==> src/rtl/prog_down_count_bcd_pkg.sv <==
// Shared types and constants for the programmable two-digit BCD down-counter.
// Also holds the binary-to-BCD conversion that is used only when a preset is loaded.
package prog_down_count_bcd_pkg;

    typedef enum logic [1:0] {
        IDLE,
        ARMED,
        COUNTING,
        DONE
    } state_t;

    localparam int BCD_MAX_DIGIT   = 9;
    localparam int DEFAULT_MAX_VAL = 99;
    localparam int DEFAULT_W       = 7;

    // Double-dabble conversion. The preset is saturated to 99 first, so the tens digit is at most 9.
    function automatic logic [7:0] bin_to_bcd(input logic [6:0] bin);
        logic [14:0] sh;
        sh = {8'd0, bin};
        for (int i = 0; i < 7; i++) begin
            if (sh[10:7] >= 4'd5) sh[10:7] = sh[10:7] + 4'd3;
            if (sh[14:11] >= 4'd5) sh[14:11] = sh[14:11] + 4'd3;
            sh = {sh[13:0], 1'b0};
        end
        return sh[14:7];
    endfunction

endpackage

==> src/rtl/prog_down_count_bcd_if.sv <==
// Control and status bundle of the BCD down-counter.
// The master side drives load, run and tick. The slave side is the counter.
interface prog_down_count_bcd_if
    import prog_down_count_bcd_pkg::*;
#(
    parameter int W = DEFAULT_W
);
    logic [W-1:0] preset;
    logic         load;
    logic         run;
    logic         tick;
    logic [W-1:0] count_out;
    logic [3:0]   bcd_tens;
    logic [3:0]   bcd_ones;
    logic         busy;
    logic         expired;
    logic         done;

    modport master (
        output preset, load, run, tick,
        input  count_out, bcd_tens, bcd_ones, busy, expired, done
    );

    modport slave (
        input  preset, load, run, tick,
        output count_out, bcd_tens, bcd_ones, busy, expired, done
    );
endinterface

==> src/rtl/prog_down_count_bcd_bcd_digit_down.sv <==
// One registered BCD digit that supports load and decrement.
// When the digit decrements from 0 it wraps to 9 and raises a borrow.
module bcd_digit_down
    import prog_down_count_bcd_pkg::*;
(
    input  logic       clk,
    input  logic       rst,
    input  logic       load,
    input  logic [3:0] load_val,
    input  logic       dec_en,
    output logic [3:0] digit,
    output logic       borrow_out
);

    always_ff @(posedge clk) begin
        if (rst) begin
            digit <= 4'd0;
        end else if (load) begin
            digit <= load_val;
        end else if (dec_en) begin
            digit <= (digit == 4'd0) ? 4'(BCD_MAX_DIGIT) : digit - 4'd1;
        end
    end

    assign borrow_out = dec_en && (digit == 4'd0);

endmodule

==> src/rtl/prog_down_count_bcd.sv <==
// Programmable two-digit down-counter with both binary and BCD outputs.
// The BCD digits are kept in step with the binary count by decrementing them in BCD.
module prog_down_count_bcd
    import prog_down_count_bcd_pkg::*;
#(
    parameter int MAX_VAL = DEFAULT_MAX_VAL,
    parameter int W       = DEFAULT_W
)
(
    input  logic                  CLK,
    input  logic                  RST,
    prog_down_count_bcd_if.slave  bus
);

    state_t       state_q, state_d;
    logic [W-1:0] count_q, count_d;
    logic [W-1:0] sat_val;
    logic [7:0]   bcd_load;
    logic         busy_q, expired_q, done_q;
    logic         do_load, do_dec;
    logic         ones_borrow, tens_borrow_unused;
    logic [3:0]   tens_digit, ones_digit;

    assign sat_val  = (bus.preset > W'(MAX_VAL)) ? W'(MAX_VAL) : bus.preset;
    assign bcd_load = bin_to_bcd(7'(sat_val));

    always_ff @(posedge CLK) begin
        if (RST) begin
            state_q   <= IDLE;
            count_q   <= '0;
            busy_q    <= 1'b0;
            expired_q <= 1'b0;
            done_q    <= 1'b0;
        end else begin
            state_q   <= state_d;
            count_q   <= count_d;
            busy_q    <= (state_d == ARMED) || (state_d == COUNTING);
            expired_q <= (state_d == DONE);
            done_q    <= (state_d == DONE) && (state_q != DONE);
        end
    end

    // A tick is honoured in the same cycle that run rises from ARMED.
    // Reaching zero is the only way to enter DONE, so the count never underflows.
    always_comb begin
        state_d = state_q;
        count_d = count_q;
        do_load = 1'b0;
        do_dec  = 1'b0;
        if (bus.load) begin
            do_load = 1'b1;
            count_d = sat_val;
            if (sat_val == '0)  state_d = IDLE;
            else if (bus.run)   state_d = COUNTING;
            else                state_d = ARMED;
        end else begin
            case (state_q)
                ARMED, COUNTING: begin
                    if (!bus.run) begin
                        state_d = ARMED;
                    end else begin
                        state_d = COUNTING;
                        if (bus.tick) begin
                            do_dec  = 1'b1;
                            count_d = count_q - W'(1);
                            if (count_q == W'(1)) state_d = DONE;
                        end
                    end
                end
                default: begin
                    state_d = state_q;
                end
            endcase
        end
    end

    bcd_digit_down u_ones (
        .clk        (CLK),
        .rst        (RST),
        .load       (do_load),
        .load_val   (bcd_load[3:0]),
        .dec_en     (do_dec),
        .digit      (ones_digit),
        .borrow_out (ones_borrow)
    );

    bcd_digit_down u_tens (
        .clk        (CLK),
        .rst        (RST),
        .load       (do_load),
        .load_val   (bcd_load[7:4]),
        .dec_en     (ones_borrow),
        .digit      (tens_digit),
        .borrow_out (tens_borrow_unused)
    );

    assign bus.count_out = count_q;
    assign bus.bcd_tens  = tens_digit;
    assign bus.bcd_ones  = ones_digit;
    assign bus.busy      = busy_q;
    assign bus.expired   = expired_q;
    assign bus.done      = done_q;

endmodule

==> src/flat_wrapper.sv <==
// flat-port wrapper written by rule: the top's interface ports become plain ports
module prog_down_count_bcd_flat import prog_down_count_bcd_pkg::*;
#(
    parameter int MAX_VAL = DEFAULT_MAX_VAL,
    parameter int W       = DEFAULT_W
)
  (CLK, RST, bus_preset, bus_load, bus_run, bus_tick, bus_count_out, bus_bcd_tens, bus_bcd_ones, bus_busy, bus_expired, bus_done);
  prog_down_count_bcd_if #(.W(W)) bus_i ();
  input  logic CLK;
  input  logic RST;
  input wire logic [$bits(bus_i.preset)-1:0] bus_preset;
  input wire logic [$bits(bus_i.load)-1:0] bus_load;
  input wire logic [$bits(bus_i.run)-1:0] bus_run;
  input wire logic [$bits(bus_i.tick)-1:0] bus_tick;
  output wire logic [$bits(bus_i.count_out)-1:0] bus_count_out;
  output wire logic [$bits(bus_i.bcd_tens)-1:0] bus_bcd_tens;
  output wire logic [$bits(bus_i.bcd_ones)-1:0] bus_bcd_ones;
  output wire logic [$bits(bus_i.busy)-1:0] bus_busy;
  output wire logic [$bits(bus_i.expired)-1:0] bus_expired;
  output wire logic [$bits(bus_i.done)-1:0] bus_done;
  assign bus_i.preset = bus_preset;
  assign bus_i.load = bus_load;
  assign bus_i.run = bus_run;
  assign bus_i.tick = bus_tick;
  assign bus_count_out = bus_i.count_out;
  assign bus_bcd_tens = bus_i.bcd_tens;
  assign bus_bcd_ones = bus_i.bcd_ones;
  assign bus_busy = bus_i.busy;
  assign bus_expired = bus_i.expired;
  assign bus_done = bus_i.done;
  prog_down_count_bcd #(.MAX_VAL(MAX_VAL), .W(W)) u_core (.CLK(CLK), .RST(RST), .bus(bus_i));
endmodule
==> config.mk <==
export PLATFORM = sky130hd
export DESIGN_NAME = prog_down_count_bcd_flat
export DESIGN_NICKNAME = d
export VERILOG_FILES = /design/src/rtl/prog_down_count_bcd_pkg.sv /design/src/rtl/prog_down_count_bcd_if.sv /design/src/rtl/prog_down_count_bcd_bcd_digit_down.sv /design/src/rtl/prog_down_count_bcd.sv /design/src/flat_wrapper.sv
export SDC_FILE = /design/constraint.sdc
export NUM_CORES = 1
export LEC_CHECK = 0
export CORE_MARGIN = 2
export CORE_UTILIZATION = 25
export CTS_CLUSTER_DIAMETER = 100
export DETAILED_ROUTE_END_ITERATION = 10
export PLACE_DENSITY_LB_ADDON = 0.2
export SYNTH_ARGS = -nofsm -noshare
export SYNTH_HDL_FRONTEND = slang
export SYNTH_HIERARCHICAL = 1
export SYNTH_SLANG_ARGS = --single-unit
==> constraint.sdc <==
create_clock -name CLK -period 9.3 [get_ports CLK]
set_clock_uncertainty 0.15 [all_clocks]
set_input_delay 2.325 -clock CLK [delete_from_list [all_inputs] [get_ports CLK]]
set_output_delay 2.325 -clock CLK [all_outputs]
set_load 0.01 [all_outputs]
==> insert_results.sql, run 1 <==
INSERT INTO impl_metrics (metric_group, metric, value, unit) VALUES
('final_layout', 'drive_above_1_share', '0.0905', ''),
('final_layout', 'diodes', '0', ''),
('floorplan', 'die_width', '85.2', 'um'),
('job', 'maxCapViolations', '0', ''),
('floorplan', 'floorplan.io_pins', '30', ''),
('detailed_routing', 'route.detailed.drc', '0', ''),
('yosys', 'syn_area_per_cell', '8.07', 'um^2'),
('floorplan', 'vertical_die_dimension', '85.2', 'um'),
('timing', 'holdWs', '0.376', 'ns'),
('power_and_ir_drop', 'combinational_cell_fraction_of_total_power', '0.399', ''),
('grt', 'maximum_number_of_pins_on_one_net_before_global_route_repair', '27', ''),
('critical_path', 'timing.critical_path.max_delay_family', 'compound AO/OA/AOI/OAI gates', ''),
('power_and_ir_drop', 'total_power', '286', 'uW'),
('critical_path', 'crit_path_start_kind', 'primary input', ''),
('timing', 'final.setup.tns', '0', 'ns'),
('clock_tree', 'cts.path.max_buffers', '2', ''),
('final_layout', 'total_nets_final', '256', ''),
('placed_design', 'cell_area_after_placement', '0.00201', 'mm^2'),
('detailed_routing', 'starting_drt_drc_count', '32', ''),
('grt', 'track_usage', '0.104', ''),
('power_and_ir_drop', 'power_per_cell_area', '139', 'mW/mm^2'),
('power_and_ir_drop', 'static-leakage-power', '0.822', 'nW'),
('timing', 'finalHoldViolCount', '0', ''),
('clock_tree', 'cts.sinks', '20', ''),
('power_and_ir_drop', 'vdd_drop_max', '0.0446', 'mV'),
('yosys', 'synth_area', '0.00165', 'mm^2'),
('power_and_ir_drop', 'clkPwrFrac', '0.239', ''),
('floorplan', 'num_rows', '29', ''),
('power_and_ir_drop', 'power_frac_seq', '0.362', ''),
('placed_design', 'dp_cells', '305', ''),
('critical_path', 'critPathSlowestCell', 'sky130_fd_sc_hd__clkdlybuf4s50_1', ''),
('placed_design', 'dp.final_hpwl', '2810', 'um'),
('critical_path', 'cp-end-kind', 'register', ''),
('timing', 'final_setup_vio_count', '0', ''),
('clock_tree', 'postCtsHoldBufs', '0', ''),
('clock_tree', 'clock_insertion_delay_worst_skew', '0.26', 'ns'),
('min_path', 'timing.hold.worst.class', 'register to register', ''),
('critical_path', 'critPathKind', 'primary input to register', ''),
('clock_tree', 'post_cts.resized_instances', '0', ''),
('floorplan', 'fp.coreArea', '0.00635', 'mm^2'),
('run_status', 'outcome', 'complete, no violations', ''),
('floorplan', 'initial_utilization', '0.259', ''),
('final_layout', 'fin_cells', '309', ''),
('timing', 'maxSlewHeadroom', '0.426', ''),
('grt', 'grt_overflow', '0', ''),
('yosys', 'synth_nets', '227', ''),
('critical_path', 'worst-path-buf-inv', '4', ''),
('power_and_ir_drop', 'intPower', '188', 'uW'),
('critical_path', 'timing.critical_path.cells', 'clkdlybuf4s50_1 -> nand2_1 -> nand2_1 -> inv_1 -> ha_1 -> a21boi_0 -> o32ai_1 -> ha_1 -> a32o_2 -> o21ai_1 -> and2_4 -> nor2_1 -> xnor2_1 -> inv_1 -> ha_1 -> nor2_1 -> nor2_1 -> xnor2_1 -> inv_1 -> a221oi_2', ''),
('final_layout', 'final_area', '0.00206', 'mm^2'),
('detailed_routing', 'drtAntennaViolNets', '0', ''),
('detailed_routing', 'vias', '1478', ''),
('timing', 'achievable_freq', '0.156', 'GHz'),
('yosys', 'synth_warnings', '6', ''),
('critical_path', 'worst-endpoint-required', '9.32', 'ns'),
('detailed_routing', 'drt-pass1-iter-count', '4', ''),
('detailed_routing', 'wl', '3730', 'um'),
('timing', 'worst-slew-pin-transition', '0.858', 'ns'),
('placed_design', 'port_buffers', '29', ''),
('detailed_routing', 'per_cell_routed_wire_length', '12.1', 'um'),
('placed_design', 'routabilityCongestion', '0.784', ''),
('grt', 'antenna_found_initial', '0', ''),
('power_and_ir_drop', 'p_switching', '98.0', 'uW'),
('critical_path', 'critical_path.max_fanout', '16', ''),
('clock_tree', 'cts.clk_slew.worst_paths', '0.08', 'ns'),
('timing', 'timing.final.max_slew_violations', '0', ''),
('grt', 'grt_pass1_wl', '6210', 'um'),
('timing', 'post-route-min-period', '6.41', 'ns'),
('grt', 'first_global_vias', '1358', ''),
('yosys', 'synthCells', '204', ''),
('timing', 'grt_setup_unrepaired', 'no', '');
cell type report:
| class | instances | area (um^2) |
|---|---|---|
| Timing Repair Buffer | 30 | 298 |
| Tap cell | 77 | 96.3 |
| Sequential cell | 20 | 400 |
| Inverter | 17 | 63.8 |
| Clock buffer | 4 | 55.1 |
| Fill cell | 658 | 4290 |
| Multi-Input combinational cell | 161 | 1150 |
per-stage QoR:
step	utilization	setup WS, ns
global placement	0.316	2.70
finish	0.325	2.89
global route	0.325	2.50
CTS	0.325	2.88
floorplan	-	3.69
detailed placement	0.316	2.61
final timing paths:
kind | startpoint | end | slack (ns) | depth (start not counted)
worst max register to register | u_core/state_q[1]$_SDFF_PP0_ | u_core/u_tens/digit[1]$_SDFFE_PP0P_ | 6.57 | 8
worst max-delay path | bus_preset[6] | u_core/u_tens/digit[1]$_SDFFE_PP0P_ | 2.89 | 20
worst min register to register | u_core/u_tens/digit[3]$_SDFFE_PP0P_ | u_core/u_tens/digit[2]$_SDFFE_PP0P_ | 0.38 | 2
worst min-delay path | u_core/u_tens/digit[3]$_SDFFE_PP0P_ | u_core/u_tens/digit[2]$_SDFFE_PP0P_ | 0.38 | 2
power by group through the flow:
stage	combinational (mW)	sequential (mW)	clock (mW)
floorplan	0.0760	0.108	0
global placement	0.115	0.106	0
detailed placement	0.114	0.106	0
CTS	0.115	0.104	0.0709
global route	0.128	0.105	0.0741
finish	0.114	0.104	0.0685
flip-flops by register name, indices dropped and copies added (netlist names):
name and count:
u_core/bus.expired 1, u_core/state_q 2, u_core/bus.count_out 7, u_core/bus.busy 1
u_core/u_ones/digit 4, u_core/u_tens/digit 4, u_core/bus.done 1
worst reg2reg max path, delay by kind of cell (launching register included):
kind                       cells  cell delay [ns]
and+or+nand+nor                6             1.61
adders and majority gates      1             0.36
DFF                            1             0.32
AOI/OAI and AO/OA              1             0.21
placed cells by master, fill, tap and decap left out, types with 3 or more instances in the layout:
master                             n
sky130_fd_sc_hd__clkdlybuf4s50_1  29
sky130_fd_sc_hd__nor2_1           29
sky130_fd_sc_hd__dfxtp_1          20
sky130_fd_sc_hd__inv_1            16
sky130_fd_sc_hd__nand2_1          16
sky130_fd_sc_hd__a21oi_1          11
sky130_fd_sc_hd__ha_1             11
sky130_fd_sc_hd__xnor2_1           8
sky130_fd_sc_hd__nor2b_1           7
sky130_fd_sc_hd__o21ai_0           7
sky130_fd_sc_hd__xor2_1            6
sky130_fd_sc_hd__or3_1             5
sky130_fd_sc_hd__a211oi_1          5
sky130_fd_sc_hd__clkbuf_8          4
sky130_fd_sc_hd__nor3_1            3
sky130_fd_sc_hd__mux2i_1           3
sky130_fd_sc_hd__a221oi_2          3
sky130_fd_sc_hd__o21a_1            3
sky130_fd_sc_hd__nand3_1           3
metal layers:
| metal | part of all wire | GRT usage |
|---|---|---|
| met5 | 0 | 0 |
| met4 | 0 | 0.0390 |
| met3 | 0.033 | 0.0117 |
| met2 | 0.43 | 0.160 |
| met1 | 0.53 | 0.148 |
(Power assumes the default switching activity.)
==> inputs of run 2 (changes only) <==
==> constraint.sdc (replaced) <==
create_clock -name CLK -period 5.68 [get_ports CLK]
set_clock_uncertainty 0.15 [all_clocks]
set_input_delay 1.42 -clock CLK [delete_from_list [all_inputs] [get_ports CLK]]
set_output_delay 1.42 -clock CLK [all_outputs]
set_load 0.01 [all_outputs]
==> run 2 against run 1 <==
Net effect: via count increased by 0.14%; hold slack worse by 0.00088 ns; wire length up 1.4%; non-clock buffer count grew 3; clock power grew 110%; first-iteration DRC count grew 41%; sequential share of layout area shrank 0.36 points; clock-buffer cell count shrank 1; critical endpoint unchanged; largest power group unchanged.
==> insert_results.sql, run 2 (synthesis results as in run 1) <==
INSERT INTO impl_metrics (metric_group, metric, value, unit) VALUES
('critical_path', 'worst-r2r-setup-slack', '2.93', 'ns'),
('final_layout', 'most-common-layout-cells', '29 x sky130_fd_sc_hd__clkdlybuf4s50_1, 29 x sky130_fd_sc_hd__nor2_1, 20 x sky130_fd_sc_hd__dfxtp_1, 16 x sky130_fd_sc_hd__inv_1, 16 x sky130_fd_sc_hd__nand2_1', ''),
('min_path', 'hold_path_startpoint', 'u_core/u_tens/digit[3]$_SDFFE_PP0P_', ''),
('placed_design', 'dp.final_hpwl', '2880', 'um'),
('timing', 'finalCritPeriodShare', '0.890', ''),
('critical_path', 'cp-end-kind', 'register', ''),
('critical_path', 'critPathKind', 'primary input to register', ''),
('min_path', 'whs_endpoint', 'u_core/u_tens/digit[2]$_SDFFE_PP0P_', ''),
('critical_path', 'critical_path_arrival', '5.07', 'ns'),
('clock_tree', 'postCtsHoldBufs', '0', ''),
('critical_path', 'timing.critical_path.cells', 'clkdlybuf4s50_1 -> nand2_1 -> nand2_1 -> inv_1 -> ha_1 -> a21boi_0 -> o32ai_1 -> ha_1 -> a32o_2 -> o21ai_1 -> and2_4 -> nor2_1 -> xnor2_1 -> inv_1 -> ha_1 -> nor2_1 -> nor2_1 -> xnor2_1 -> inv_1 -> a221oi_2', ''),
('final_layout', 'final_util', '0.331', ''),
('final_layout', 'area_growth_syn_to_layout', '27.5', '%'),
('grt', 'maximum_number_of_pins_on_one_net_before_global_route_repair', '27', ''),
('floorplan', 'vertical_die_dimension', '85.2', 'um'),
('clock_tree', 'post_cts.resized_instances', '0', ''),
('power_and_ir_drop', 'vdd_drop_max', '0.0872', 'mV'),
('clock_tree', 'clock_insertion_delay_worst_skew', '0.27', 'ns'),
('placed_design', 'port_buffers', '29', ''),
('critical_path', 'critPathSlowestCell', 'sky130_fd_sc_hd__clkdlybuf4s50_1', ''),
('critical_path', 'critical_path.max_fanout', '7', ''),
('final_layout', 'fin_cells', '312', ''),
('timing', 'finalHoldViolCount', '0', ''),
('grt', 'first_global_vias', '1373', ''),
('clock_tree', 'clock_tree_from_tritoncts', 'yes', ''),
('run_status', 'outcome', 'complete, no violations', ''),
('power_and_ir_drop', 'static-leakage-power', '0.843', 'nW'),
('timing', 'post-route-min-period', '5.06', 'ns'),
('critical_path', 'worst-r2r-cell-count', '8', ''),
('detailed_routing', 'route.detailed.drc', '0', ''),
('floorplan', 'design.die.area', '0.00725', 'mm^2'),
('clock_tree', 'cts.sinks', '20', ''),
('detailed_routing', 'wl', '3780', 'um'),
('final_layout', 'final_area', '0.00210', 'mm^2'),
('critical_path', 'worst-endpoint-required', '5.70', 'ns'),
('final_layout', 'total_nets_final', '259', ''),
('placed_design', 'dp_cells', '308', ''),
('placed_design', 'cell_area_after_placement', '0.00203', 'mm^2'),
('clock_tree', 'htree_levels', '1', ''),
('timing', 'achievable_freq', '0.198', 'GHz'),
('final_layout', 'drive_above_1_share', '0.102', ''),
('grt', 'grt_pass1_wl', '6350', 'um'),
('critical_path', 'worstReg2RegStart', 'u_core/state_q[0]$_SDFF_PP0_', ''),
('timing', 'maxSlewHeadroom', '0.421', ''),
('critical_path', 'crit_path_start', 'bus_preset[6]', ''),
('min_path', 'hold_path_depth', '2', ''),
('detailed_routing', 'per_cell_routed_wire_length', '12.1', 'um'),
('floorplan', 'floorplan.io_pins', '30', ''),
('clock_tree', 'clock_tree.root_cell', 'sky130_fd_sc_hd__clkbuf_8', ''),
('clock_tree', 'cts.path.max_buffers', '2', ''),
('critical_path', 'crit_path_start_kind', 'primary input', ''),
('detailed_routing', 'vias', '1480', ''),
('detailed_routing', 'via_per_inst', '4.74', ''),
('detailed_routing', 'starting_drt_drc_count', '45', ''),
('detailed_routing', 'drtAntennaViolNets', '0', ''),
('floorplan', 'die_width', '85.2', 'um'),
('job', 'maxCapViolations', '0', ''),
('detailed_routing', 'drt-pass1-iter-count', '4', ''),
('timing', 'final.setup.tns', '0', 'ns'),
('final_layout', 'diodes', '0', ''),
('floorplan', 'initial_utilization', '0.259', ''),
('grt', 'track_usage', '0.106', ''),
('min_path', 'timing.hold.worst.class', 'register to register', ''),
('final_layout', 'largest_register_ff_count', '7', ''),
('clock_tree', 'numCtsBuffers', '3', ''),
('placed_design', 'routabilityCongestion', '0.832', ''),
('floorplan', 'fp.coreArea', '0.00635', 'mm^2'),
('critical_path', 'regToRegEndpoint', 'u_core/u_tens/digit[1]$_SDFFE_PP0P_', ''),
('power_and_ir_drop', 'power_per_cell_area', '241', 'mW/mm^2'),
('grt', 'antenna_found_initial', '0', ''),
('clock_tree', 'cts.clk_slew.worst_paths', '0.08', 'ns'),
('grt', 'grt_overflow', '0', ''),
('timing', 'timing.final.max_slew_violations', '0', ''),
('clock_tree', 'post_cts_buffers', '0', ''),
('floorplan', 'num_rows', '29', ''),
('timing', 'worst-slew-pin-transition', '0.866', 'ns'),
('critical_path', 'crit_path_max_incr_delay', '0.47', 'ns'),
('timing', 'grt_setup_unrepaired', 'no', ''),
('timing', 'final_setup_vio_count', '0', '');
run 2: changes by cell type in the layout (fill, tap and decap cells not counted):
| cell | before | now |
|---|---|---|
| sky130_fd_sc_hd__clkbuf_8 | 4 | 3 |
| sky130_fd_sc_hd__bufinv_16 | 0 | 1 |
| sky130_fd_sc_hd__buf_4 | 1 | 4 |
run 2: worst max-delay path by stage:
stage | end | slack [ns]
floorplan | u_core/u_tens/digit[1]$_SDFFE_PP0P_ | 0.98
global placement | u_core/u_ones/digit[2]$_SDFFE_PP0P_ | 0.41
detailed placement | u_core/u_ones/digit[2]$_SDFFE_PP0P_ | 0.33
CTS | u_core/u_ones/digit[2]$_SDFFE_PP0P_ | 0.61
global route | u_core/u_tens/digit[1]$_SDFFE_PP0P_ | 0.17
finish | u_core/u_tens/digit[1]$_SDFFE_PP0P_ | 0.62
run 2: through the flow:
step,setup slack [ns],hold WS [ns],power (mW)
after floorplan,0.975,0.370,0.301
after detailed placement,0.334,0.370,0.362
final,0.623,0.375,0.505
after CTS,0.614,0.378,0.510
after global placement,0.406,0.372,0.362
after global routing,0.174,0.403,0.541
run 2: cell type report:
| type | instances | area (um^2) |
|---|---|---|
| Inverter | 17 | 63.8 |
| Tap cell | 77 | 96.3 |
| Sequential cell | 20 | 400 |
| Fill cell | 672 | 4250 |
| Multi-Input combinational cell | 161 | 1150 |
| Clock inverter | 1 | 30.0 |
| Timing Repair Buffer | 33 | 320 |
| Clock buffer | 3 | 41.3 |
run 2: critical path: cells and delay by family:
| family | cells | cell delay, ns |
|---|---|---|
| and+or+nand+nor | 6 | 0.74 |
| AOI/OAI and AO/OA | 5 | 1.16 |
| buffers and inverters | 4 | 0.68 |
| adders and majority gates | 3 | 0.65 |
| xor gates and xnor gates | 2 | 0.42 |
run 2: where the power goes:
group          switching [mW]  total (mW)  internal, mW  leakage, nW
Combinational          0.0951       0.189        0.0936        0.642
Clock                  0.0527       0.147        0.0941       0.0357
Sequential             0.0155       0.170         0.154        0.166
Total                   0.163       0.505         0.342        0.843
run 2: per-layer routing:
| layer | GRT usage | vias to the layer above | share of wire |
|---|---|---|---|
| li1 | - | 786 | - |
| met1 | 0.150 | 674 | 0.54 |
| met2 | 0.164 | 20 | 0.43 |
| met3 | 0.0107 | 0 | 0.029 |
| met4 | 0.0433 | 0 | 0 |
| met5 | 0 | - | 0 |
